==> config.mk <==
export PLATFORM = sky130hd
export DESIGN_NAME = frame_check_flat
export DESIGN_NICKNAME = d
export VERILOG_FILES = /design/src/rtl/ether_pkg.sv /design/src/rtl/frame_check_if.sv /design/src/rtl/crc32_dibit.sv /design/src/rtl/frame_check.sv /design/src/flat_wrapper.sv
export SDC_FILE = /design/constraint.sdc
export NUM_CORES = 1
export LEC_CHECK = 0
export ABC_AREA = 1
export BUFFER_PORTS_ARGS = -buffer_cell sky130_fd_sc_hd__buf_2
export CAP_MARGIN = 20
export CORE_MARGIN = 4
export CORE_UTILIZATION = 40
export CTS_CLUSTER_DIAMETER = 100
export DETAILED_ROUTE_END_ITERATION = 12
export SKIP_LAST_GASP = 1
export SYNTH_ARGS = -nofsm -noshare
export SYNTH_HDL_FRONTEND = slang
export SYNTH_SLANG_ARGS = --single-unit
export TNS_END_PERCENT = 1
==> constraint.sdc <==
create_clock -name clk -period 2.9 [get_ports clk]
set_input_delay 0.145 -clock clk [delete_from_list [all_inputs] [get_ports clk]]
set_output_delay 0.145 -clock clk [all_outputs]
set_load 0.05 [all_outputs]
==> src/rtl/ether_pkg.sv <==
// Shared constants, FSM state type and the CRC-32 single-bit step used by
// the receive-side frame checker.
package ether_pkg;

  localparam logic [31:0] CRC32_POLY_REFL = 32'hEDB88320;
  localparam logic [31:0] CRC32_INIT      = 32'hFFFFFFFF;
  localparam logic [31:0] CRC32_RESIDUE   = 32'hDEBB20E3;

  // Bit positions inside the status vector {align_err, len_err, crc_err}
  localparam int STAT_CRC   = 0;
  localparam int STAT_LEN   = 1;
  localparam int STAT_ALIGN = 2;

  typedef enum logic [0:0] {
    IDLE = 1'b0,
    RECV = 1'b1
  } frame_state_t;

  // One reflected CRC-32 step for a single serial bit
  function automatic logic [31:0] crc32_bit(input logic [31:0] crc, input logic b);
    logic [31:0] shifted;
    shifted = {1'b0, crc[31:1]};
    if ((crc[0] ^ b) == 1'b1) begin
      crc32_bit = shifted ^ CRC32_POLY_REFL;
    end else begin
      crc32_bit = shifted;
    end
  endfunction

endpackage

==> src/rtl/frame_check_if.sv <==
// Dibit input stream plus byte strobe and end-of-frame verdict outputs.
interface frame_check_if;

  logic        axiiv;
  logic [1:0]  axiid;
  logic        axiov;
  logic [7:0]  axiod;
  logic        done;
  logic        ok;
  logic [10:0] len;
  logic [2:0]  status;

  // Producer side: drives the dibit stream, observes bytes and verdicts
  modport master (
    output axiiv, axiid,
    input  axiov, axiod, done, ok, len, status
  );

  // Checker side: consumes the dibit stream, produces bytes and verdicts
  modport slave (
    input  axiiv, axiid,
    output axiov, axiod, done, ok, len, status
  );

endinterface

==> src/rtl/crc32_dibit.sv <==
// Reflected CRC-32 register that absorbs one dibit per enabled cycle,
// bit 0 first. Asserting init together with enable restarts the CRC and
// absorbs the dibit in the same cycle.
module crc32_dibit
  import ether_pkg::*;
(
  input  logic        clk,
  input  logic        rst,
  input  logic        i_init,
  input  logic        i_en,
  input  logic [1:0]  i_data,
  output logic [31:0] o_crc
);

  logic [31:0] r_crc;
  logic [31:0] w_base;
  logic [31:0] w_next;

  // Two serial steps per cycle: earlier wire bit (data[0]) first
  always_comb begin
    w_base = r_crc;
    if (i_init) begin
      w_base = CRC32_INIT;
    end else begin
      w_base = r_crc;
    end
    w_next = crc32_bit(crc32_bit(w_base, i_data[0]), i_data[1]);
  end

  // CRC register: update on enable, restart on a bare init, else hold
  always_ff @(posedge clk or posedge rst) begin
    if (rst) begin
      r_crc <= CRC32_INIT;
    end else if (i_en) begin
      r_crc <= w_next;
    end else if (i_init) begin
      r_crc <= CRC32_INIT;
    end else begin
      r_crc <= r_crc;
    end
  end

  assign o_crc = r_crc;

endmodule

==> src/rtl/frame_check.sv <==
// Packs the post-preamble dibit stream into bytes, forwards each byte as a
// one-cycle strobe, and at the first idle cycle after a frame reports the
// byte count and a verdict covering FCS residue, length and alignment.
module frame_check
  import ether_pkg::*;
#(
  parameter int MIN_BYTES = 64,
  parameter int MAX_BYTES = 1518
) (
  input logic         clk,
  input logic         rst,
  frame_check_if.slave bus
);

  localparam logic [10:0] LEN_SAT = 11'd2047;
  localparam logic [10:0] LEN_MIN = 11'(MIN_BYTES);
  localparam logic [10:0] LEN_MAX = 11'(MAX_BYTES);

  frame_state_t r_state;
  frame_state_t w_state_next;
  logic         w_consume;
  logic         w_finalise;
  logic         w_crc_init;
  logic [31:0]  w_crc;
  logic [2:0]   w_status;

  logic [1:0]   r_k;
  logic [5:0]   r_byte;
  logic [10:0]  r_count;
  logic         r_axiov;
  logic [7:0]   r_axiod;
  logic         r_done;
  logic         r_ok;
  logic [10:0]  r_len;
  logic [2:0]   r_status;

  crc32_dibit u_crc (
    .clk    (clk),
    .rst    (rst),
    .i_init (w_crc_init),
    .i_en   (w_consume),
    .i_data (bus.axiid),
    .o_crc  (w_crc)
  );

  // FSM state register
  always_ff @(posedge clk or posedge rst) begin
    if (rst) begin
      r_state <= IDLE;
    end else begin
      r_state <= w_state_next;
    end
  end

  // Next state and per-cycle control: consume a dibit or close the frame
  always_comb begin
    w_state_next = r_state;
    w_consume    = 1'b0;
    w_finalise   = 1'b0;
    w_crc_init   = 1'b0;
    case (r_state)
      IDLE: begin
        if (bus.axiiv) begin
          w_state_next = RECV;
          w_consume    = 1'b1;
          w_crc_init   = 1'b1;
        end else begin
          w_state_next = IDLE;
        end
      end
      RECV: begin
        if (bus.axiiv) begin
          w_consume = 1'b1;
        end else begin
          w_finalise   = 1'b1;
          w_state_next = IDLE;
        end
      end
      default: begin
        w_state_next = IDLE;
      end
    endcase
  end

  // Verdict flags evaluated against the state accumulated over the frame
  always_comb begin
    w_status            = 3'b000;
    w_status[STAT_CRC]  = (w_crc != CRC32_RESIDUE);
    w_status[STAT_LEN]  = (r_count < LEN_MIN) || (r_count > LEN_MAX) ||
                          (r_count == LEN_SAT);
    w_status[STAT_ALIGN] = (r_k != 2'd0);
  end

  // Byte assembly, saturating byte count and registered outputs.
  // Counters clear at finalisation so a frame starting in the done cycle
  // begins with fresh state; a trailing partial byte is simply dropped.
  always_ff @(posedge clk or posedge rst) begin
    if (rst) begin
      r_k      <= 2'd0;
      r_byte   <= 6'd0;
      r_count  <= 11'd0;
      r_axiov  <= 1'b0;
      r_axiod  <= 8'd0;
      r_done   <= 1'b0;
      r_ok     <= 1'b0;
      r_len    <= 11'd0;
      r_status <= 3'b000;
    end else begin
      r_axiov <= 1'b0;
      r_done  <= 1'b0;
      r_ok    <= 1'b0;
      if (w_consume) begin
        r_k <= r_k + 2'd1;
        case (r_k)
          2'd0:    r_byte[1:0] <= bus.axiid;
          2'd1:    r_byte[3:2] <= bus.axiid;
          2'd2:    r_byte[5:4] <= bus.axiid;
          default: begin
            r_axiod <= {bus.axiid, r_byte};
            r_axiov <= 1'b1;
            if (r_count != LEN_SAT) begin
              r_count <= r_count + 11'd1;
            end else begin
              r_count <= r_count;
            end
          end
        endcase
      end else if (w_finalise) begin
        r_done   <= 1'b1;
        r_ok     <= (w_status == 3'b000);
        r_len    <= r_count;
        r_status <= w_status;
        r_k      <= 2'd0;
        r_count  <= 11'd0;
      end else begin
        r_k     <= r_k;
        r_count <= r_count;
      end
    end
  end

  assign bus.axiov  = r_axiov;
  assign bus.axiod  = r_axiod;
  assign bus.done   = r_done;
  assign bus.ok     = r_ok;
  assign bus.len    = r_len;
  assign bus.status = r_status;

endmodule

==> src/flat_wrapper.sv <==
// flat-port wrapper written by rule: the top's interface ports become plain ports
module frame_check_flat import ether_pkg::*;
#(
  parameter int MIN_BYTES = 64,
  parameter int MAX_BYTES = 1518
)
  (clk, rst, bus_axiiv, bus_axiid, bus_axiov, bus_axiod, bus_done, bus_ok, bus_len, bus_status);
  frame_check_if bus_i ();
  input logic clk;
  input logic rst;
  input wire logic [$bits(bus_i.axiiv)-1:0] bus_axiiv;
  input wire logic [$bits(bus_i.axiid)-1:0] bus_axiid;
  output wire logic [$bits(bus_i.axiov)-1:0] bus_axiov;
  output wire logic [$bits(bus_i.axiod)-1:0] bus_axiod;
  output wire logic [$bits(bus_i.done)-1:0] bus_done;
  output wire logic [$bits(bus_i.ok)-1:0] bus_ok;
  output wire logic [$bits(bus_i.len)-1:0] bus_len;
  output wire logic [$bits(bus_i.status)-1:0] bus_status;
  assign bus_i.axiiv = bus_axiiv;
  assign bus_i.axiid = bus_axiid;
  assign bus_axiov = bus_i.axiov;
  assign bus_axiod = bus_i.axiod;
  assign bus_done = bus_i.done;
  assign bus_ok = bus_i.ok;
  assign bus_len = bus_i.len;
  assign bus_status = bus_i.status;
  frame_check #(.MIN_BYTES(MIN_BYTES), .MAX_BYTES(MAX_BYTES)) u_core (.clk(clk), .rst(rst), .bus(bus_i));
endmodule
==> impl_metrics.ini <==
[placement]
dp_hpwl_um = 6230
place_congestion = 0.833
io_buffer_count = 29
place_area_um2 = 4220

[critical_path]
path_class = register to register
arrival_ns = 2.15
start_kind = register
end_kind = register
crit_required_ns = 3.18
cp_max_fo = 17

[pwr]
vdd_drop_max_v = 0.000319
power_leakage_nw = 2.25
powerDensity_nw_per_um2 = 722

[finish]
drive_gt1_share_pct = 17.6
final_area_um2 = 4470
multiInputGateArea_um2 = 1680
area_delta_synth_final_pct = 13.5
nFillCells = 949
seq_area_um2 = 1970
fin_nets = 551
diodes = 0

[floorplan]
die_y_um = 107
rows = 35
io_pins = 30
start_util_pct = 41.8
die_x_um = 107
die_area_um2 = 11500
fp.coreArea_um2 = 9420

[timing]
fin_skew_ns = 0.0126
slew_headroom_pct = 47.4
drv_slew = 0
tightest_slew_ns = 0.788
fmax_mhz = 536
rsz0062_at_grt = no
report.final.setup_viol = 0
hold_viol = 0
fin_crit_sh_pct = 64.4
period_needed_ns = 1.87
setup_tns_ns = 0

[min_path]
min_path_type = input port to register

[clocking]
cts-resized-gates = 0
htree_levels = 3
insertion_delay_ns = 0.36
holdBufCountCts = 1
cts_setup_buffers = 0
cts_tree = built
cts_buffer_depth = 2
cts_root_buffer = clkbuf_8
path_clk_slew_ns = 0.08
cts_buffers = 9
cts.sinks = 77

[logic_synthesis]
synthArstFlopShare_pct = 100
synth_edf_count = 0
netlist.area_leader.share_pct = 28.6
syn_nets = 521
synth_seq_cells = 77
ys_types = 30
ys.flop_type = dfrtp_1
syn_area_um2 = 3940
avgSynthCellArea_um2 = 7.72
yosys.area.top_type = dfrtp_1
yosysWarnings = 0
netlist_instances = 510
ys_seq_area_share_pct = 50.0
ys_top_cells_by_area = dfrtp_1 (29%), dfstp_2 (21%), nand2_1 (16%), o21ai_0 (7.5%), inv_1 (5.2%)

[drt]
routed_wl_um = 8940
vias = 3309
drc_errors = 0
avgRoutedWirePerCell_um = 13.3
drt_iter0_markers = 269
first_pass_iters = 8
antenna_left = 0
viasPerCell = 4.91

[global_route]
antenna_found_initial = 0
overflow = 0
grt.total_usage_pct = 16.1
grt_start_max_net_pins = 43
grt_pass1_wl_um = 15000
grt_pass1_vias = 3106

[run_status]
outcome = finished, final reports clean

[flow_run]
maxCapViolations = 0
[critical path, cell delays in order, from the launching register on]
cell and delay (ns):
dfrtp_1 0.44, inv_2 0.17, nand2_4 0.16, nand2_1 0.10, nand2_1 0.05, nand2_1 0.33, inv_2 0.18, nand2_1 0.18
nand2_1 0.06, o21ai_0 0.07, inv_1 0.05
[state kept, by name, summed over array words and instances, names as in the netlist]
register	cells
u_core.u_crc.o_crc	32
u_core.bus.len	11
u_core.r_count	11
u_core.bus.axiod	8
u_core.r_byte	6
u_core.bus.status	3
u_core.r_k	2
u_core.bus.axiov	1
u_core.bus.done	1
u_core.bus.ok	1
u_core.r_state	1
[Yosys cell counts, drive strengths merged, types with 2 or more instances]
library cell,instances
nand2,176
o21ai,60
inv,58
dfrtp,45
nand3,35
nor2,34
dfstp,32
nand4,12
nor3,11
xor2,11
clkbuf,8
buf,7
ha,6
or2,5
a21oi,3
a31oi,2
clkinv,2
[metal layers]
metal	part of all wire, %	track usage, %
met1	49	23.0
met2	44	24.8
met3	5.2	3.43
met4	1.6	4.57
met5	0	0
[cells by family (layout without fill, tap and decap cells)]
family / Yosys count / after routing / share of synthesized area (%)
flops: 77 / 77 / 50.0
xor+xnor: 11 / 11 / 2.45
buf+inv: 75 / 110 / 7.44
simple gates: 274 / 274 / 29.5
fa+ha+maj: 6 / 6 / 1.91
compound gates: 67 / 67 / 8.68
[cell usage in the layout, fill, tap and decap left out, types with 2 or more instances in the layout]
master	Yosys	routed
nand2_1	172	172
o21ai_0	59	59
inv_1	54	53
dfrtp_1	45	45
nand3_1	33	33
nor2_1	32	32
dfstp_2	32	32
buf_2	3	29
nand4_1	12	12
nor3_1	11	11
xor2_1	11	11
clkbuf_8	0	9
ha_1	6	6
inv_2	4	5
a21oi_1	3	3
nand2_2	3	3
or2_2	3	3
bufinv_16	0	3
buf_4	2	3
clkinv_1	2	2
nor2_2	2	2
a31oi_1	2	2
nand3_2	2	2
clkinv_4	0	2
[path summary, 6_finish.rpt]
kind	start	end	slack [ns]	depth (start not counted)
worst min-delay path	bus_axiiv	u_core.u_crc.o_crc[29]	0.18	3
worst max register to register	u_core.r_state	u_core.u_crc.o_crc[15]	1.03	10
worst min register to register	u_core.bus.len[5]	u_core.bus.len[5]	0.47	2
worst max-delay path	u_core.r_state	u_core.u_crc.o_crc[15]	1.03	10
max in group asynchronous	rst	u_core.u_crc.o_crc[16]	1.66	4
min in group asynchronous	rst	u_core.bus.len[6]	0.49	3
[per-stage QoR]
step	setup WS (ns)	power [W]	utilization [%]	hold slack, ns	cells
after floorplan	0.841	0.00206	-	0.176	510
after global placement	1.14	0.00225	44.8	0.326	657
after detailed placement	1.07	0.00225	44.8	0.339	657
after CTS	1.06	0.00326	47.4	0.175	674
after global routing	0.917	0.00343	47.4	0.202	674
final	1.03	0.00323	47.4	0.182	674
[power breakdown]
| group | switching (W) | total (W) | internal, W | leakage, nW |
|---|---|---|---|---|
| registers | 0.000115 | 0.00143 | 0.00132 | 0.930 |
| logic | 0.000580 | 0.000800 | 0.000220 | 1.20 |
| clock network | 0.000419 | 0.000992 | 0.000574 | 0.120 |
[cell type report]
class                           count  share of cell area [%]
Inverter                           60                    5.04
Sequential cell                    77                    44.0
Clock inverter                      6                    2.52
Multi-Input combinational cell    358                    37.5
Tap cell                          129                    3.61
Timing Repair Buffer               34                    4.43
Clock buffer                       10                    2.86
(Power assumes the default switching activity.)
